File: src/rtl/spi_slave_pkg.sv
// Shared definitions for the SPI responder.
//   state_t       : FSM encoding (IDLE / SHIFT / DONE)
//   WORD_8/16     : supported word lengths in bits
//   reload_word() : value the tx shift register takes when a word starts
package spi_slave_pkg;

    typedef enum logic [1:0] {
        STATE_IDLE  = 2'd0,
        STATE_SHIFT = 2'd1,
        STATE_DONE  = 2'd2
    } state_t;

    localparam int WORD_8  = 8;
    localparam int WORD_16 = 16;

    // An empty holding register sends zeros. In 8-bit mode the low byte is
    // left-justified so that miso always comes from bit 15.
    function automatic logic [15:0] reload_word(input logic [15:0] hold,
                                                input logic        empty,
                                                input logic        w16);
        if (empty)
            return 16'h0000;
        return w16 ? hold : {hold[7:0], 8'h00};
    endfunction

endpackage

File: src/rtl/spi_slave_if.sv
// Bus interface of the SPI responder: host-side word handshake plus the
// raw SPI pins. Signal prefixes are from the responder's point of view.
//   slave  : modport used by spi_slave
//   master : modport for whatever drives the responder (host + SPI master)
interface spi_slave_if;

    logic        i_width_16;
    logic [15:0] i_data_tx;
    logic        i_tx_load;
    logic        o_tx_ready;
    logic [15:0] o_data_rx;
    logic        o_rx_valid;
    logic        i_rx_ack;
    logic        o_overrun;
    logic        o_busy;
    logic        i_cs_n;
    logic        i_sclk;
    logic        i_mosi;
    logic        o_miso;

    modport slave (
        input  i_width_16, i_data_tx, i_tx_load, i_rx_ack, i_cs_n, i_sclk, i_mosi,
        output o_tx_ready, o_data_rx, o_rx_valid, o_overrun, o_busy, o_miso
    );

    modport master (
        output i_width_16, i_data_tx, i_tx_load, i_rx_ack, i_cs_n, i_sclk, i_mosi,
        input  o_tx_ready, o_data_rx, o_rx_valid, o_overrun, o_busy, o_miso
    );

endinterface

File: src/rtl/spi_sync_edge.sv
// Multi-stage synchronizer for an asynchronous input with single-cycle
// rise/fall pulses derived from the synchronized level.
//   i_clk, i_reset : clock, synchronous active-high reset
//   i_async        : asynchronous input
//   o_sync         : synchronized level
//   o_rise, o_fall : one-cycle pulses on synchronized edges
module spi_sync_edge #(
    parameter int   SYNC_STAGES = 2,
    parameter logic RST_VAL     = 1'b0
) (
    input  logic i_clk,
    input  logic i_reset,
    input  logic i_async,
    output logic o_sync,
    output logic o_rise,
    output logic o_fall
);

    logic [SYNC_STAGES-1:0] r_chain;
    logic                   r_prev;

    // Reset to the line's idle level so no phantom edge appears afterwards.
    always_ff @(posedge i_clk) begin
        if (i_reset) begin
            r_chain <= {SYNC_STAGES{RST_VAL}};
            r_prev  <= RST_VAL;
        end else begin
            r_chain <= {r_chain[SYNC_STAGES-2:0], i_async};
            r_prev  <= r_chain[SYNC_STAGES-1];
        end
    end

    assign o_sync = r_chain[SYNC_STAGES-1];
    assign o_rise = o_sync & ~r_prev;
    assign o_fall = ~o_sync & r_prev;

endmodule

File: src/rtl/spi_slave.sv
// SPI responder, mode 0, MSB first, 8- or 16-bit words, oversampled on
// i_raw_clk. Receives words from mosi into o_data_rx and shifts a preloaded
// reply out on miso; consecutive words may share one chip-select.
//   i_raw_clk : system clock
//   i_reset   : synchronous active-high reset
//   bus       : spi_slave_if.slave (host handshake + SPI pins)
module spi_slave
    import spi_slave_pkg::*;
#(
    parameter int SYNC_STAGES = 2
) (
    input  logic        i_raw_clk,
    input  logic        i_reset,
    spi_slave_if.slave  bus
);

    logic w_sclk_rise, w_sclk_fall, w_sclk_sync;
    logic w_cs_fall, w_cs_rise, w_cs_sync;
    logic [SYNC_STAGES-1:0] r_mosi_chain;
    logic w_mosi_sync;

    state_t      r_state, w_state_nxt;
    logic        w_start, w_reload;
    logic [15:0] w_reload_word;
    logic [4:0]  w_target;

    logic        r_w16;
    logic [4:0]  r_count;
    logic [15:0] r_tx_hold;
    logic        r_tx_ready;
    logic [15:0] r_tx_shift;
    logic [15:0] r_rx_shift;
    logic [15:0] r_data_rx;
    logic        r_rx_valid;
    logic        r_overrun;
    logic        r_miso;

    spi_sync_edge #(.SYNC_STAGES(SYNC_STAGES), .RST_VAL(1'b0)) u_sclk_sync (
        .i_clk   (i_raw_clk),
        .i_reset (i_reset),
        .i_async (bus.i_sclk),
        .o_sync  (w_sclk_sync),
        .o_rise  (w_sclk_rise),
        .o_fall  (w_sclk_fall)
    );

    spi_sync_edge #(.SYNC_STAGES(SYNC_STAGES), .RST_VAL(1'b1)) u_cs_sync (
        .i_clk   (i_raw_clk),
        .i_reset (i_reset),
        .i_async (bus.i_cs_n),
        .o_sync  (w_cs_sync),
        .o_rise  (w_cs_rise),
        .o_fall  (w_cs_fall)
    );

    // mosi needs no edge detect; same depth as sclk keeps them aligned.
    always_ff @(posedge i_raw_clk) begin
        if (i_reset)
            r_mosi_chain <= '0;
        else
            r_mosi_chain <= {r_mosi_chain[SYNC_STAGES-2:0], bus.i_mosi};
    end
    assign w_mosi_sync = r_mosi_chain[SYNC_STAGES-1];

    assign w_target      = r_w16 ? 5'(WORD_16) : 5'(WORD_8);
    // In IDLE the word width is being latched this cycle, so use the input.
    assign w_reload_word = reload_word(r_tx_hold, r_tx_ready,
                                       (r_state == STATE_IDLE) ? bus.i_width_16 : r_w16);

    always_ff @(posedge i_raw_clk) begin
        if (i_reset)
            r_state <= STATE_IDLE;
        else
            r_state <= w_state_nxt;
    end

    // Chip-select level (not just its rising pulse) ends a transfer, so a
    // release that lands during DONE is still honoured once DONE finishes.
    always_comb begin
        w_state_nxt = r_state;
        w_start     = 1'b0;
        w_reload    = 1'b0;
        case (r_state)
            STATE_IDLE: begin
                if (w_cs_fall) begin
                    w_start     = 1'b1;
                    w_reload    = 1'b1;
                    w_state_nxt = STATE_SHIFT;
                end
            end
            STATE_SHIFT: begin
                if (w_cs_sync)
                    w_state_nxt = STATE_IDLE;
                else if (w_sclk_rise && (r_count + 5'd1 == w_target))
                    w_state_nxt = STATE_DONE;
            end
            STATE_DONE: begin
                if (w_cs_sync) begin
                    w_state_nxt = STATE_IDLE;
                end else begin
                    w_reload    = 1'b1;
                    w_state_nxt = STATE_SHIFT;
                end
            end
            default: w_state_nxt = STATE_IDLE;
        endcase
    end

    always_ff @(posedge i_raw_clk) begin
        if (i_reset) begin
            r_w16      <= 1'b0;
            r_count    <= '0;
            r_tx_hold  <= '0;
            r_tx_ready <= 1'b1;
            r_tx_shift <= '0;
            r_rx_shift <= '0;
            r_data_rx  <= '0;
            r_rx_valid <= 1'b0;
            r_overrun  <= 1'b0;
            r_miso     <= 1'b0;
        end else begin
            // A reload consumes the holding register; a same-cycle load
            // (accepted only if it was already empty) refills it afterwards.
            if (w_reload)
                r_tx_ready <= 1'b1;
            if (bus.i_tx_load && r_tx_ready) begin
                r_tx_hold  <= bus.i_data_tx;
                r_tx_ready <= 1'b0;
            end

            if (bus.i_rx_ack)
                r_rx_valid <= 1'b0;

            case (r_state)
                STATE_IDLE: begin
                    if (w_start) begin
                        r_w16      <= bus.i_width_16;
                        r_tx_shift <= w_reload_word;
                        r_miso     <= w_reload_word[15];
                        r_count    <= '0;
                    end
                end
                STATE_SHIFT: begin
                    if (w_cs_sync) begin
                        r_miso  <= 1'b0;
                        r_count <= '0;
                    end else begin
                        if (w_sclk_rise) begin
                            r_rx_shift <= {r_rx_shift[14:0], w_mosi_sync};
                            r_count    <= r_count + 5'd1;
                        end
                        // count==0 here means a word was just reloaded: the
                        // trailing fall of the previous word presents the new
                        // MSB instead of shifting it away.
                        if (w_sclk_fall) begin
                            if (r_count == 5'd0) begin
                                r_miso <= r_tx_shift[15];
                            end else begin
                                r_tx_shift <= {r_tx_shift[14:0], 1'b0};
                                r_miso     <= r_tx_shift[14];
                            end
                        end
                    end
                end
                STATE_DONE: begin
                    r_data_rx  <= r_w16 ? r_rx_shift : {8'h00, r_rx_shift[7:0]};
                    if (r_rx_valid && !bus.i_rx_ack)
                        r_overrun <= 1'b1;
                    r_rx_valid <= 1'b1;
                    r_count    <= '0;
                    if (w_cs_sync)
                        r_miso <= 1'b0;
                    else
                        r_tx_shift <= w_reload_word;
                end
                default: ;
            endcase
        end
    end

    assign bus.o_tx_ready = r_tx_ready;
    assign bus.o_data_rx  = r_data_rx;
    assign bus.o_rx_valid = r_rx_valid;
    assign bus.o_overrun  = r_overrun;
    assign bus.o_busy     = (r_state != STATE_IDLE);
    assign bus.o_miso     = r_miso;

    // Edge pulses of cs_n rising and the synced sclk level are not needed:
    // transfer end uses the cs_n level, shifting uses the sclk edges.
    logic w_unused;
    assign w_unused = w_cs_rise ^ w_sclk_sync;

endmodule

File: src/flat_wrapper.sv
// flat-port wrapper written by rule: the top's interface ports become plain ports
module spi_slave_flat import spi_slave_pkg::*;
#(
    parameter int SYNC_STAGES = 2
)
  (i_raw_clk, i_reset, bus_i_width_16, bus_i_data_tx, bus_i_tx_load, bus_i_rx_ack, bus_i_cs_n, bus_i_sclk, bus_i_mosi, bus_o_tx_ready, bus_o_data_rx, bus_o_rx_valid, bus_o_overrun, bus_o_busy, bus_o_miso);
  spi_slave_if bus_i ();
  input  logic i_raw_clk;
  input  logic i_reset;
  input wire logic [$bits(bus_i.i_width_16)-1:0] bus_i_width_16;
  input wire logic [$bits(bus_i.i_data_tx)-1:0] bus_i_data_tx;
  input wire logic [$bits(bus_i.i_tx_load)-1:0] bus_i_tx_load;
  input wire logic [$bits(bus_i.i_rx_ack)-1:0] bus_i_rx_ack;
  input wire logic [$bits(bus_i.i_cs_n)-1:0] bus_i_cs_n;
  input wire logic [$bits(bus_i.i_sclk)-1:0] bus_i_sclk;
  input wire logic [$bits(bus_i.i_mosi)-1:0] bus_i_mosi;
  output wire logic [$bits(bus_i.o_tx_ready)-1:0] bus_o_tx_ready;
  output wire logic [$bits(bus_i.o_data_rx)-1:0] bus_o_data_rx;
  output wire logic [$bits(bus_i.o_rx_valid)-1:0] bus_o_rx_valid;
  output wire logic [$bits(bus_i.o_overrun)-1:0] bus_o_overrun;
  output wire logic [$bits(bus_i.o_busy)-1:0] bus_o_busy;
  output wire logic [$bits(bus_i.o_miso)-1:0] bus_o_miso;
  assign bus_i.i_width_16 = bus_i_width_16;
  assign bus_i.i_data_tx = bus_i_data_tx;
  assign bus_i.i_tx_load = bus_i_tx_load;
  assign bus_i.i_rx_ack = bus_i_rx_ack;
  assign bus_i.i_cs_n = bus_i_cs_n;
  assign bus_i.i_sclk = bus_i_sclk;
  assign bus_i.i_mosi = bus_i_mosi;
  assign bus_o_tx_ready = bus_i.o_tx_ready;
  assign bus_o_data_rx = bus_i.o_data_rx;
  assign bus_o_rx_valid = bus_i.o_rx_valid;
  assign bus_o_overrun = bus_i.o_overrun;
  assign bus_o_busy = bus_i.o_busy;
  assign bus_o_miso = bus_i.o_miso;
  spi_slave #(.SYNC_STAGES(SYNC_STAGES)) u_core (.i_raw_clk(i_raw_clk), .i_reset(i_reset), .bus(bus_i));
endmodule
File: config.mk
export PLATFORM = sky130hd
export DESIGN_NAME = spi_slave_flat
export DESIGN_NICKNAME = d
export VERILOG_FILES = /design/src/rtl/spi_slave_pkg.sv /design/src/rtl/spi_slave_if.sv /design/src/rtl/spi_sync_edge.sv /design/src/rtl/spi_slave.sv /design/src/flat_wrapper.sv
export SDC_FILE = /design/constraint.sdc
export NUM_CORES = 1
export LEC_CHECK = 0
export ABC_AREA = 1
export CORE_MARGIN = 2
export CORE_UTILIZATION = 30
export DETAILED_ROUTE_END_ITERATION = 10
export DONT_BUFFER_PORTS = 1
export HOLD_SLACK_MARGIN = 0.02
export REMOVE_ABC_BUFFERS = 1
export SLEW_MARGIN = 20
export SYNTH_ARGS = -nofsm -noshare
export SYNTH_HDL_FRONTEND = slang
export SYNTH_SLANG_ARGS = --single-unit
export TNS_END_PERCENT = 100
File: constraint.sdc
create_clock -name i_raw_clk -period 2.02 [get_ports i_raw_clk]
set_input_delay 0.202 -clock i_raw_clk [delete_from_list [all_inputs] [get_ports i_raw_clk]]
set_output_delay 0.202 -clock i_raw_clk [all_outputs]
set_load 0.03 [all_outputs]
* After elaboration in Yosys (flattened, before gate mapping)
Cells that the tools add are included.
** Operators by class
- Bitwise operators :: 6
- Reduce and logical (&&, ||, !) cells :: 17
- Equal/unequal tests :: 13
- Multiplexer cells :: 36
- $add $sub $neg :: 1
** Operator list (number)
- two-way mux 16 bit :: 9
- case mux 16 bit (3 select lines) :: 1
- two-way mux 5 bit :: 4
- two-way mux 1 bit :: 15
- case mux 5 bit (3 select lines) :: 1
- != test 2 bit (second input constant) :: 6
- two-way mux 2 bit :: 3
- != test 3 x 2 -> 1 bit (second input constant) :: 2
- case mux 2 bit (3 select lines) :: 1
- AND reduction 2 bit :: 3
- AND reduction 3 bit :: 2
- AND reduction 6 bit :: 1
- nonzero test 2 bit :: 3
- adder 5 x 1 -> 5 bit (second input constant) :: 1
- == test 5 bit :: 1
- zero test 5 bit :: 1
- AND reduction 4 bit :: 1
- bitwise AND 1 bit :: 3
- logical AND 1 bit :: 3
- != test 3 bit (second input constant) :: 1
- NOT 1 bit :: 3
- case mux 1 bit (3 select lines) :: 1
- nonzero test 3 bit :: 1
- == test 2 x 1 -> 1 bit (second input constant) :: 1
- 5 further kinds :: 5
** Storage, ports and cells
- Logic and storage cells :: 89
- Register bits :: 84
- Bits of input ports :: 24
- Output and inout bits :: 21

* Depth between registers and ports, before layout
Gate-level depths: netlist of run 1.
- Depth after elaboration :: 6
- Depth in mapped cells :: 11
- Mapped depth without buffers :: 11

* Modules after synthesis
From an unflattened synthesis of run 1, not the netlist that was laid out.
** Second synthesis, totals
- Cell total of the unflattened synthesis :: 467
- Area total of the unflattened synthesis :: 3524.6 µm²
** Modules (own cells, without submodules)
- spi_slave :: times used 1, cells an instance 442, area an instance 3333.2 µm², sequential area each 1561.5 µm²
- spi_sync_edge at u_core.u_cs_sync :: times used 1, cells an instance 13, area an instance 97.6 µm², sequential area each 60.1 µm²
- spi_sync_edge at u_core.u_sclk_sync :: times used 1, cells an instance 12, area an instance 93.8 µm², sequential area each 60.1 µm²

* Worst setup path after synthesis of run 1
No wires, ideal clock.
- Path type :: register to register
- From :: register u_core.r_state[0]
- To :: register u_core.r_tx_shift[14]
- Buffers on the path :: 1
- Data required time :: 1898 ps
- Stages on the path, launching flop included :: 10
- Setup slack :: 337 ps
- Library setup time :: 122 ps
- Clock period less this slack :: 1683 ps
- Data arrival time :: 1560 ps
- Cell sequence :: dfxtp_1 > inv_1 > ha_1 > inv_1 > nand2_1 > nand2_1 > dlymetal6s2s_1 > nand2_1 > o211ai_1 > a21oi_1
** On the way
- Cells in the longest elaborated chain, start to end :: 6
- Elaborated cells between the ends (all ways) :: 17
- Those cells by class :: eq/ne: 7; mux: 7; reduce/logical: 3
** Ends and longest elaborated chain
- from (decl) :: line spi_slave.sv:22 : state_t r_state, w_state_nxt;
- from (signal assigned) :: line spi_slave.sv:74 : r_state <= w_state_nxt;
- zero test 2 bit :: line spi_slave.sv:68, spi_slave.sv:83, spi_slave.sv:134
- two-way mux 1 bit :: line spi_slave.sv:68 : (r_state == STATE_IDLE) ? bus.i_width_16 : r_w16);
- two-way mux 16 bit (2 in series) :: line spi_slave_pkg.sv:23 : return w16 ? hold : {hold[7:0], 8'h00};
- two-way mux 16 bit (on tied branches) :: line spi_slave.sv:171, spi_slave.sv:136
- case mux 16 bit (3 select lines) :: line spi_slave.sv:134 : case (r_state)
- to (signal assigned) :: line spi_slave.sv:138 : r_tx_shift <= w_reload_word;
- to (signal assigned) :: line spi_slave.sv:159 : r_tx_shift <= {r_tx_shift[14:0], 1'b0};
- to (signal assigned) :: line spi_slave.sv:174 : r_tx_shift <= w_reload_word;
- to (decl) :: line spi_slave.sv:31 : logic [15:0] r_tx_shift;
Several ways; a longest one is shown, not always the timed one. The select of a mux whose other input is x is not followed.
A chain may end at the register's enable or synchronous reset.

* Final worst setup path of run 1
- From :: register u_core.r_state[0]
- To :: register u_core.r_miso, in the netlist u_core.bus.o_miso
** On the way
- Cells in the longest elaborated chain, start to end :: 6
- Elaborated cells between the ends (all ways) :: 14
- Those cells by class :: eq/ne: 5; mux: 6; reduce/logical: 3
** Ends and longest elaborated chain
- zero test 2 bit :: line spi_slave.sv:68, spi_slave.sv:83, spi_slave.sv:134
- two-way mux 1 bit :: line spi_slave.sv:68
- two-way mux 16 bit (2 in series) :: line spi_slave_pkg.sv:23
- two-way mux 1 bit :: line spi_slave.sv:136 : if (w_start) begin
- case mux 1 bit (3 select lines) :: line spi_slave.sv:134
- to (signal assigned) :: line spi_slave.sv:139 : r_miso <= w_reload_word[15];
- to (signal assigned) :: line spi_slave.sv:157 : r_miso <= r_tx_shift[15];
- to (signal assigned) :: line spi_slave.sv:160 : r_miso <= r_tx_shift[14];
- to (decl) :: line spi_slave.sv:36 : logic r_miso;
Several ways; a longest one is shown, not always the timed one. The select of a mux whose other input is x is not followed.

==> impl_metrics.yaml, run 1 <==
finish:
  diodes: 0
  layout.nets: 480
  synthToLayoutAreaGrowth_pct: 12.20
  drive_gt1_share_pct: 10.79
  final_common_cell: "dfxtp_1"
  final_cells: 597
  final_cell_mix: "dfxtp_1, nor2_1, nand2_1, o21ai_0, a21oi_1"
placed_design:
  port-buffer-count: 0
  finalWeightedCongestion: 0.8779
  dpl.cell_count: 577
  post-dp-hpwl_um: 5246
setup_path:
  required_ps: 2290
  cp_common_cell: "inv_1"
  slowest_stage: "dfxtp_1"
  cp_max_fo: 5
  arrival_ps: 1990
  max_stage_delay_ps: 380
  critPathKind: "reg2reg"
  cp_cell_sequence: "inv_1, ha_1, inv_1, nand2_1, nand2_2, inv_1, nor3_1, o21ai_0, a31oi_1"
  end_kind: "flip-flop"
  setup.worst_path.start_class: "flip-flop"
synthesis:
  yosysSeqAreaShare_pct: 47.54
  ys_seq_elements: 84
  syn_inst: 448
  syn-cell-area_um2: 3537
  avgSynthCellArea_um2: 7.895
  ys_warn_count: 0
  synth.distinct_cells: 42
pwr:
  power_density_nw_per_um2: 1324
  p_leak_nw: 1.670
  vdd_drop_max_uv: 498.3
clock_network:
  cts.hold.buffers_added: 4
  cts-root-buf: "clkbuf_16"
  clkTransAtPathRegs_ps: 60
  cts_buffer_depth: 2
  worstSkewPairLatency_ps: 340
  numCtsBuffers: 9
  ctsResizeCount: 0
  cts.sinks: 84
  h-tree-depth: 3
  cts_tree: "yes"
  post_cts_buffers: 0
worst_hold_path:
  hp-class: "in2reg"
route:
  vias_per_cell: 4.899
  post_drt_wl_per_cell_um: 13.17
  drc: 0
  first_iter_violations: 190
  vias: 2925
  detail-route-antenna-nets: 0
  drt_wl_total_um: 7860
  first_pass_iters: 5
die:
  io_pins: 45
  dieArea_um2: 12680
  die_h_um: 112.6
  rows: 39
  die_x_um: 112.6
  coreArea_um2: 11470
  initial_core_util_pct: 30.85
timing:
  tns_ps: 0
  tightest_slew_ps: 970.7
  drv_slew: 0
  max_slew_margin_pct: 35.07
  fin_crit_sh_pct: 85.44
  hold_viol_final: 0
  rsz0062_at_grt: "no"
  period_minus_slack_ps: 1726
  setup_violations: 0
  skew_ps: 4.268
  fmax_mhz: 579.4
global_route:
  antenna_found_initial: 0
  grt_max_degree: 32
  grt_pass1_wl_um: 13080
  grt_pass1_vias: 2685
  gr-total-overflow: 0
  track_usage_pct: 12.80
run_status:
  status: "complete, no violations"
run:
  cap_violations: 0
[final cells by class]
cell class / count / area (um2)
clock inverters: 4 / 47.55
clock buffers: 12 / 256.5
inverters: 39 / 151.4
multi-input cells: 302 / 1545
well taps: 143 / 178.9
flip-flops and latches: 84 / 1682
fillers: 1181 / 7498
repair buffers: 13 / 107.6
[cells by family (layout without fill, tap and decap cells)]
logic type      count (synthesis)  count (layout)  synth area share [%]
fa+ha+maj                       7               7                 2.476
flops                          84              84                 47.54
compound gates                127             127                 20.27
xor+xnor                        1               1                0.2477
buf+inv                        62              68                 8.773
simple gates                  167             167                 20.69
[cell usage after synthesis]
cell             n  area [um2]
buf_2            4       20.02
nor2_2           1       6.260
a31oi_1          3       18.77
a21oi_1         45       225.2
o21ai_0         50       250.2
nor3_2           1       10.01
dlygate4sd1_1    1       8.760
ha_1             7       87.58
buf_6            1       11.26
buf_1            2       7.510
nor2_8           1       20.02
inv_2            7       26.28
nor2_4           2       22.52
clkbuf_1        10       37.54
xor2_1           1       8.760
dfxtp_1         84        1682
o21ai_2          3       26.28
buf_12           2       40.04
nand2_2          1       6.260
nor2_1          80       300.3
clkbuf_8         1       13.76
nand3_1         16       80.08
o211ai_4         1       21.27
a211oi_1         1       7.510
or2_2            3       18.77
nand2_1         53       198.9
inv_1           30       112.6
a32oi_1          6       52.55
o2111ai_1        1       8.760
nor3_1           1       5.000
inv_6            1       8.760
nand4_1          4       25.02
o21ai_1          9       45.04
o21a_1           1       7.510
a21oi_2          1       8.760
nand3_2          2       20.02
nand2_4          1       11.26
nor3b_1          1       7.510
buf_4            1       7.510
o211ai_1         6       45.04
clkinv_1         1       3.750
dlymetal6s2s_1   1       12.51
[power by group]
group / leakage, nW / switching [mW] / internal [mW] / total, mW
Combinational: 0.835 / 0.916 / 0.426 / 1.34
Sequential: 0.686 / 0.322 / 1.93 / 2.25
Clock: 0.149 / 0.640 / 1.02 / 1.66
Total: 1.67 / 1.88 / 3.38 / 5.25
[path summary, 6_finish.rpt]
kind	from	slack (ps)	depth (start not counted)	endpoint
worst max-delay path	u_core.r_state[0]	290	9	u_core.bus.o_miso
worst min-delay path	bus_i_data_tx[8]	30	2	u_core.r_tx_hold[8]
worst max register to register	u_core.r_state[0]	290	9	u_core.bus.o_miso
worst min register to register	u_core.r_mosi_chain[0]	410	2	u_core.r_mosi_chain[1]
[registers in the layout, summed over array words and instances (netlist names)]
name	count
u_core.bus.o_overrun	1
u_core.r_mosi_chain	2
u_core.u_sclk_sync.r_chain	2
u_core.r_rx_shift	16
u_core.bus.o_rx_valid	1
u_core.bus.o_data_rx	16
u_core.u_sclk_sync.r_prev	1
u_core.r_w16	1
u_core.u_cs_sync.r_prev	1
u_core.u_cs_sync.r_chain	2
u_core.r_tx_hold	16
u_core.bus.o_miso	1
u_core.r_count	5
u_core.r_state	2
u_core.bus.o_tx_ready	1
u_core.r_tx_shift	16
[per-layer routing]
layer,global-route usage [%],up-vias,share of wire (%)
met5,0,-,0
met4,7.398,0,2.8
met3,3.618,16,5.7
met2,19.20,66,43
met1,16.44,1358,49
li1,-,1485,-
[worst max-delay path, delay by kind of cell (launching register included)]
kind,cells,cell delay [ps]
AOI/OAI and AO/OA,2,270
adders and majority gates,1,260
DFF,1,380
buffers and inverters,3,330
and+or+nand+nor,3,420
[stage by stage]
stage                     instance area, um2  setup WS [ps]  utilization [%]  hold slack (ps)  total power, mW
after floorplan                         3378          198.7                -            264.4            3.198
after global placement                  3625          340.8            31.61            271.0            3.579
after detailed placement                3625          313.5            31.61            271.2            3.607
after CTS                               3969          297.1            34.61            25.76            5.284
after global routing                    3969          87.80            34.61            40.02            5.557
final                                   3969          294.1            34.61            33.68            5.255
Note: power is estimated with default switching activity, not from simulation.
==> run 2: changes to the inputs <==
--- a/config.mk
+++ b/config.mk
@@ -8,6 +8,7 @@
 export ABC_AREA = 1
 export CORE_MARGIN = 2
 export CORE_UTILIZATION = 30
+export CTS_BUF_LIST = sky130_fd_sc_hd__clkbuf_8
 export DETAILED_ROUTE_END_ITERATION = 10
 export DONT_BUFFER_PORTS = 1
 export HOLD_SLACK_MARGIN = 0.02
==> run 2 against run 1 <==
  * Critical path depth unchanged
  * Combinational power hardly changed
  * Clock-buffer cell count shrank 1
  * Flip-flop and latch count did not move
  * Worst hold slack better by 13 ps
==> impl_metrics.yaml, run 2 (synthesized netlist as in run 1, its figures left out) <==
clock_network:
  post_cts_buffers: 0
  cts.hold.buffers_added: 12
  clkTransAtPathRegs_ps: 80
  cts_buffer_depth: 2
  cts.sinks: 84
  cts_tree: "yes"
  worstSkewPairLatency_ps: 360
  ctsResizeCount: 0
  cts-root-buf: "clkbuf_8"
  numCtsBuffers: 9
  h-tree-depth: 3
timing:
  max_slew_margin_pct: 35.89
  fmax_mhz: 582.5
  rsz0062_at_grt: "no"
  hold_viol_final: 0
  tightest_slew_ps: 958.5
  skew_ps: 7.131
  period_minus_slack_ps: 1717
  fin_crit_sh_pct: 84.98
  finalWorstSetupSlack_ps: 303.3
  drv_slew: 0
  tns_ps: 0
  setup_violations: 0
worst_hold_path:
  hp-class: "in2reg"
  hp-start: "bus_i_data_tx[10]"
global_route:
  grt_max_degree: 32
  grtUsageMet1_pct: 16.73
  track_usage_pct: 12.81
  top_usage_layer: "met2"
  grt_pass1_wl_um: 13190
  use_met2_pct: 18.96
  antenna_found_initial: 0
  grtUsageMet3_pct: 2.862
  grt_pass1_vias: 2729
  gr-total-overflow: 0
die:
  rows: 39
  io_pins: 45
  die_x_um: 112.6
  die_h_um: 112.6
  coreArea_um2: 11470
  initial_core_util_pct: 30.85
  dieArea_um2: 12680
placed_design:
  port-buffer-count: 0
  post-place-ws_ps: 313.5
  finalWeightedCongestion: 0.8779
  dpl.cell_count: 577
  post-dp-hpwl_um: 5246
  placed_area_um2: 3625
pwr:
  p_leak_nw: 1.661
  switching_share_pct: 37.97
  combPwrFrac_pct: 28.0
  clock_power_share_pct: 25.4
  power_switching_mw: 1.833
  power_density_nw_per_um2: 1223
  pwr-share-seq_pct: 46.6
  finalPower_mw: 4.826
  p_int_mw: 2.994
  vdd_drop_max_uv: 442.4
finish:
  multi_input_area_um2: 1545
  final_area_um2: 3948
  final_cells: 605
  final_common_cell: "dfxtp_1"
  fillerInstances: 1184
  synthToLayoutAreaGrowth_pct: 11.60
  diodes: 0
  layout.nets: 488
  drive_gt1_share_pct: 10.61
  seqCellArea_um2: 1682
  final_cell_mix: "dfxtp_1, nor2_1, nand2_1, o21ai_0, a21oi_1"
setup_path:
  r2r_start: "u_core.r_state[0]"
  required_ps: 2300
  reg2regPathDepth: 9
  cp_max_fo: 5
  setup.worst_path.start_class: "flip-flop"
  regToRegSetupSlack_ps: 300
  arrival_ps: 2000
  setup.worst_path.end: "u_core.bus.o_miso"
  worst_r2r_endpoint: "u_core.bus.o_miso"
  end_kind: "flip-flop"
  critPathKind: "reg2reg"
  crit_start: "u_core.r_state[0]"
route:
  detail-route-antenna-nets: 0
  vias_per_cell: 4.808
  drt_wl_total_um: 7870
  post_drt_wl_per_cell_um: 13.01
  vias: 2909
  first_iter_violations: 200
  drc: 0
  first_pass_iters: 4
run:
  cap_violations: 0
run_status:
  status: "complete, no violations"
run 2: changes by cell type in the layout (fill, tap and decap cells not counted), sizes merged:
cell	change
dlygate4sd3	+8
clkbuf	-1
inv	+1
run 2: power groups by stage:
stage | Sequential, mW | Combinational, mW | Clock, mW
CTS | 2.25 | 1.35 | 1.25
detailed placement | 2.29 | 1.32 | 0
global route | 2.29 | 1.52 | 1.32
global placement | 2.28 | 1.29 | 0
finish | 2.25 | 1.35 | 1.22
floorplan | 2.24 | 0.962 | 0
run 2: final cells by class:
cell class	count	area share [%]
multi-input combinational	302	39.14
clock inverter	5	1.300
sequential	84	42.60
tap	143	4.532
inverter	39	3.835
timing repair buffer	21	4.754
clock buffer	11	3.835
run 2: through the flow:
| step | utilization (%) | hold WS (ps) |
|---|---|---|
| 6_report | 34.42 | 47.14 |
| 5_1_grt | 34.42 | 34.20 |
| 4_1_cts | 34.42 | 32.88 |
| 3_5_place_dp | 31.61 | 271.2 |
| 3_3_place_gp | 31.61 | 271.0 |
| 2_1_floorplan | - | 264.4 |
run 2: worst min path at each step:
stage	endpoint	slack (ps)	cells past startpoint
2_1_floorplan	u_core.r_tx_shift[15]	260	1
3_3_place_gp	u_core.r_tx_shift[15]	270	1
3_5_place_dp	u_core.r_tx_shift[15]	270	1
4_1_cts	u_core.r_tx_hold[10]	30	2
5_1_grt	u_core.r_tx_hold[9]	30	2
6_report	u_core.r_tx_hold[10]	50	2
run 2: per-layer routing:
| metal | vias to the layer above | routed length [um] |
|---|---|---|
| li1 | 1501 | - |
| met1 | 1334 | 3828 |
| met2 | 55 | 3393 |
| met3 | 19 | 363 |
| met4 | 0 | 285 |
| met5 | - | 0 |
run 2: worst max-delay path: stages (launching register included):
cell and delay [ps]:
dfxtp_1 390, inv_1 80, ha_1 260, inv_1 150, nand2_1 80, nand2_2 110, inv_1 100, nor3_1 220
o21ai_0 110, a31oi_1 150
==> run 3: changes to the inputs <==
==> constraint.sdc (replaced) <==
create_clock -name i_raw_clk -period 1.65 [get_ports i_raw_clk]
set_input_delay 0.165 -clock i_raw_clk [delete_from_list [all_inputs] [get_ports i_raw_clk]]
set_output_delay 0.165 -clock i_raw_clk [all_outputs]
set_load 0.03 [all_outputs]
==> run 3 against run 2 <==
  * Core utilization rose by 2.6 points
  * Non-clock buffer count rose by 21
  * Via count up 2.8%
  * Clock power up 34%
  * Cell area grew 7.4%
  * Wire length up 2.7%
  * Sequential share of layout area down 2.8 points
  * Cell count grew 3.5%
  * Sequential power is 21% higher
  * Worst hold slack improved by 4.6 ps
  * Die area is the same
  * Setup slack worse by 240 ps
  * Largest power group unchanged
==> impl_metrics.yaml, run 3 (synthesized netlist as in run 1, its figures left out) <==
clock_network:
  cts_buffer_depth: 2
  h-tree-depth: 3
  clkTransAtPathRegs_ps: 80
  cts-root-buf: "clkbuf_8"
  numCtsBuffers: 9
  worstSkewPairLatency_ps: 350
  cts_tree: "yes"
  cts.sinks: 84
route:
  detail-route-antenna-nets: 0
  drc: 0
  first_iter_violations: 228
  vias_per_cell: 4.778
  drt_wl_total_um: 8083
  vias: 2991
  post_drt_wl_per_cell_um: 12.91
  first_pass_iters: 4
run:
  cap_violations: 0
die:
  die_x_um: 112.6
  die_h_um: 112.6
  coreArea_um2: 11470
  io_pins: 45
  dieArea_um2: 12680
  rows: 39
  initial_core_util_pct: 30.85
global_route:
  track_usage_pct: 13.33
  grt_pass1_vias: 2908
  antenna_found_initial: 0
  grt_pass1_wl_um: 13740
  gr-total-overflow: 0
  grt_max_degree: 32
finish:
  final_cell_mix: "nor2_1, dfxtp_1, nand2_1, o21ai_0, a21oi_1"
  final_cells: 626
  diodes: 0
  synthToLayoutAreaGrowth_pct: 19.92
  layout.nets: 510
  drive_gt1_share_pct: 16.98
timing:
  hold_viol_final: 0
  skew_ps: 9.264
  setup_violations: 0
  drv_slew: 0
  tns_ps: 0
  tightest_slew_ps: 896.3
  max_slew_margin_pct: 40.05
  rsz0062_at_grt: "yes"
  period_minus_slack_ps: 1585
  fin_crit_sh_pct: 96.06
  hold_slack_ps: 51.73
  fmax_mhz: 630.9
placed_design:
  post-dp-hpwl_um: 5474
  dpl.cell_count: 589
  finalWeightedCongestion: 0.8130
  port-buffer-count: 0
setup_path:
  end_kind: "flip-flop"
  arrival_ps: 1780
  required_ps: 1850
  cp_max_fo: 9
  critPathKind: "reg2reg"
  setup.worst_path.start_class: "flip-flop"
worst_hold_path:
  hp-class: "in2reg"
pwr:
  power_density_nw_per_um2: 1498
  vdd_drop_max_uv: 472.5
  p_leak_nw: 1.775
run_status:
  status: "complete, no violations"
[run 3: changes by cell type in the layout (fill, tap and decap cells not counted), sizes merged]
cell         change
clkinv           -1
buf             +15
dlygate4sd3      +6
bufinv           +1
clkinvlp         +2
inv              -2
[run 3: critical path, cell delays in order, from the launching register on]
cell,delay [ps]
dfxtp_2,340
inv_1,80
ha_2,210
buf_4,120
nand3_1,100
nand2_2,120
nand2_4,80
buf_4,180
a31oi_2,160
nor3_2,50
[run 3: area by class of cell]
| class | count | area (um2) |
|---|---|---|
| Inverter | 39 | 155.1 |
| Clock buffer | 11 | 151.4 |
| Clock inverter | 4 | 72.57 |
| Timing Repair inverter | 1 | 7.507 |
| Tap cell | 143 | 178.9 |
| Multi-Input combinational cell | 302 | 1589 |
| Fill cell | 1149 | 7226 |
| Timing Repair Buffer | 42 | 397.9 |
| Sequential cell | 84 | 1689 |
[run 3: report_power, final]
group | switching, mW | total [mW] | internal, mW | leakage (nW)
clock network | 0.701 | 1.63 | 0.924 | 0.111
registers | 0.370 | 2.73 | 2.36 | 0.688
logic | 1.26 | 2.00 | 0.735 | 0.976
[run 3: repair_timing]
item / in CTS / in global routing
setup buffers: 0 / 3
setup endpoints to repair: 11 / 36
endpoints found under the hold margin: 35 / 0
gates resized for setup: 6 / 14
pin swaps: 0 / 4
gates cloned: 1 / 0
hold buffers: 18 / 0
[run 3: worst paths after layout]
check                                             from                      to  slack (ps)  depth (start not counted)
worst max register to register       u_core.r_state[0]    u_core.r_tx_shift[0]          70                          9
worst min register to register  u_core.r_mosi_chain[0]  u_core.r_mosi_chain[1]         400                          2
worst max-delay path                 u_core.r_state[0]    u_core.r_tx_shift[0]          70                          9
worst min-delay path                  bus_i_data_tx[2]     u_core.r_tx_hold[2]          50                          2
[run 3: through the flow]
stage / setup slack (ps) / instance area [um2] / total power [mW] / utilization [%]
final: 65.08 / 4242 / 6.355 / 36.99
after global routing: -43.44 / 4242 / 6.771 / 36.99
after floorplan: -171.3 / 3378 / 3.915 / -
after CTS: 11.21 / 4178 / 6.299 / 36.43
after global placement: -128.3 / 3752 / 4.508 / 32.72
after detailed placement: -88.50 / 3752 / 4.537 / 32.72
[run 3: routing by layer]
| metal | track usage [%] | part of all wire (%) | routed length (um) |
|---|---|---|---|
| met1 | 17.54 | 48 | 3843 |
| met2 | 21.48 | 47 | 3778 |
| met3 | 2.646 | 4.0 | 327 |
| met4 | 5.366 | 1.6 | 133 |
| met5 | 0 | 0 | 0 |
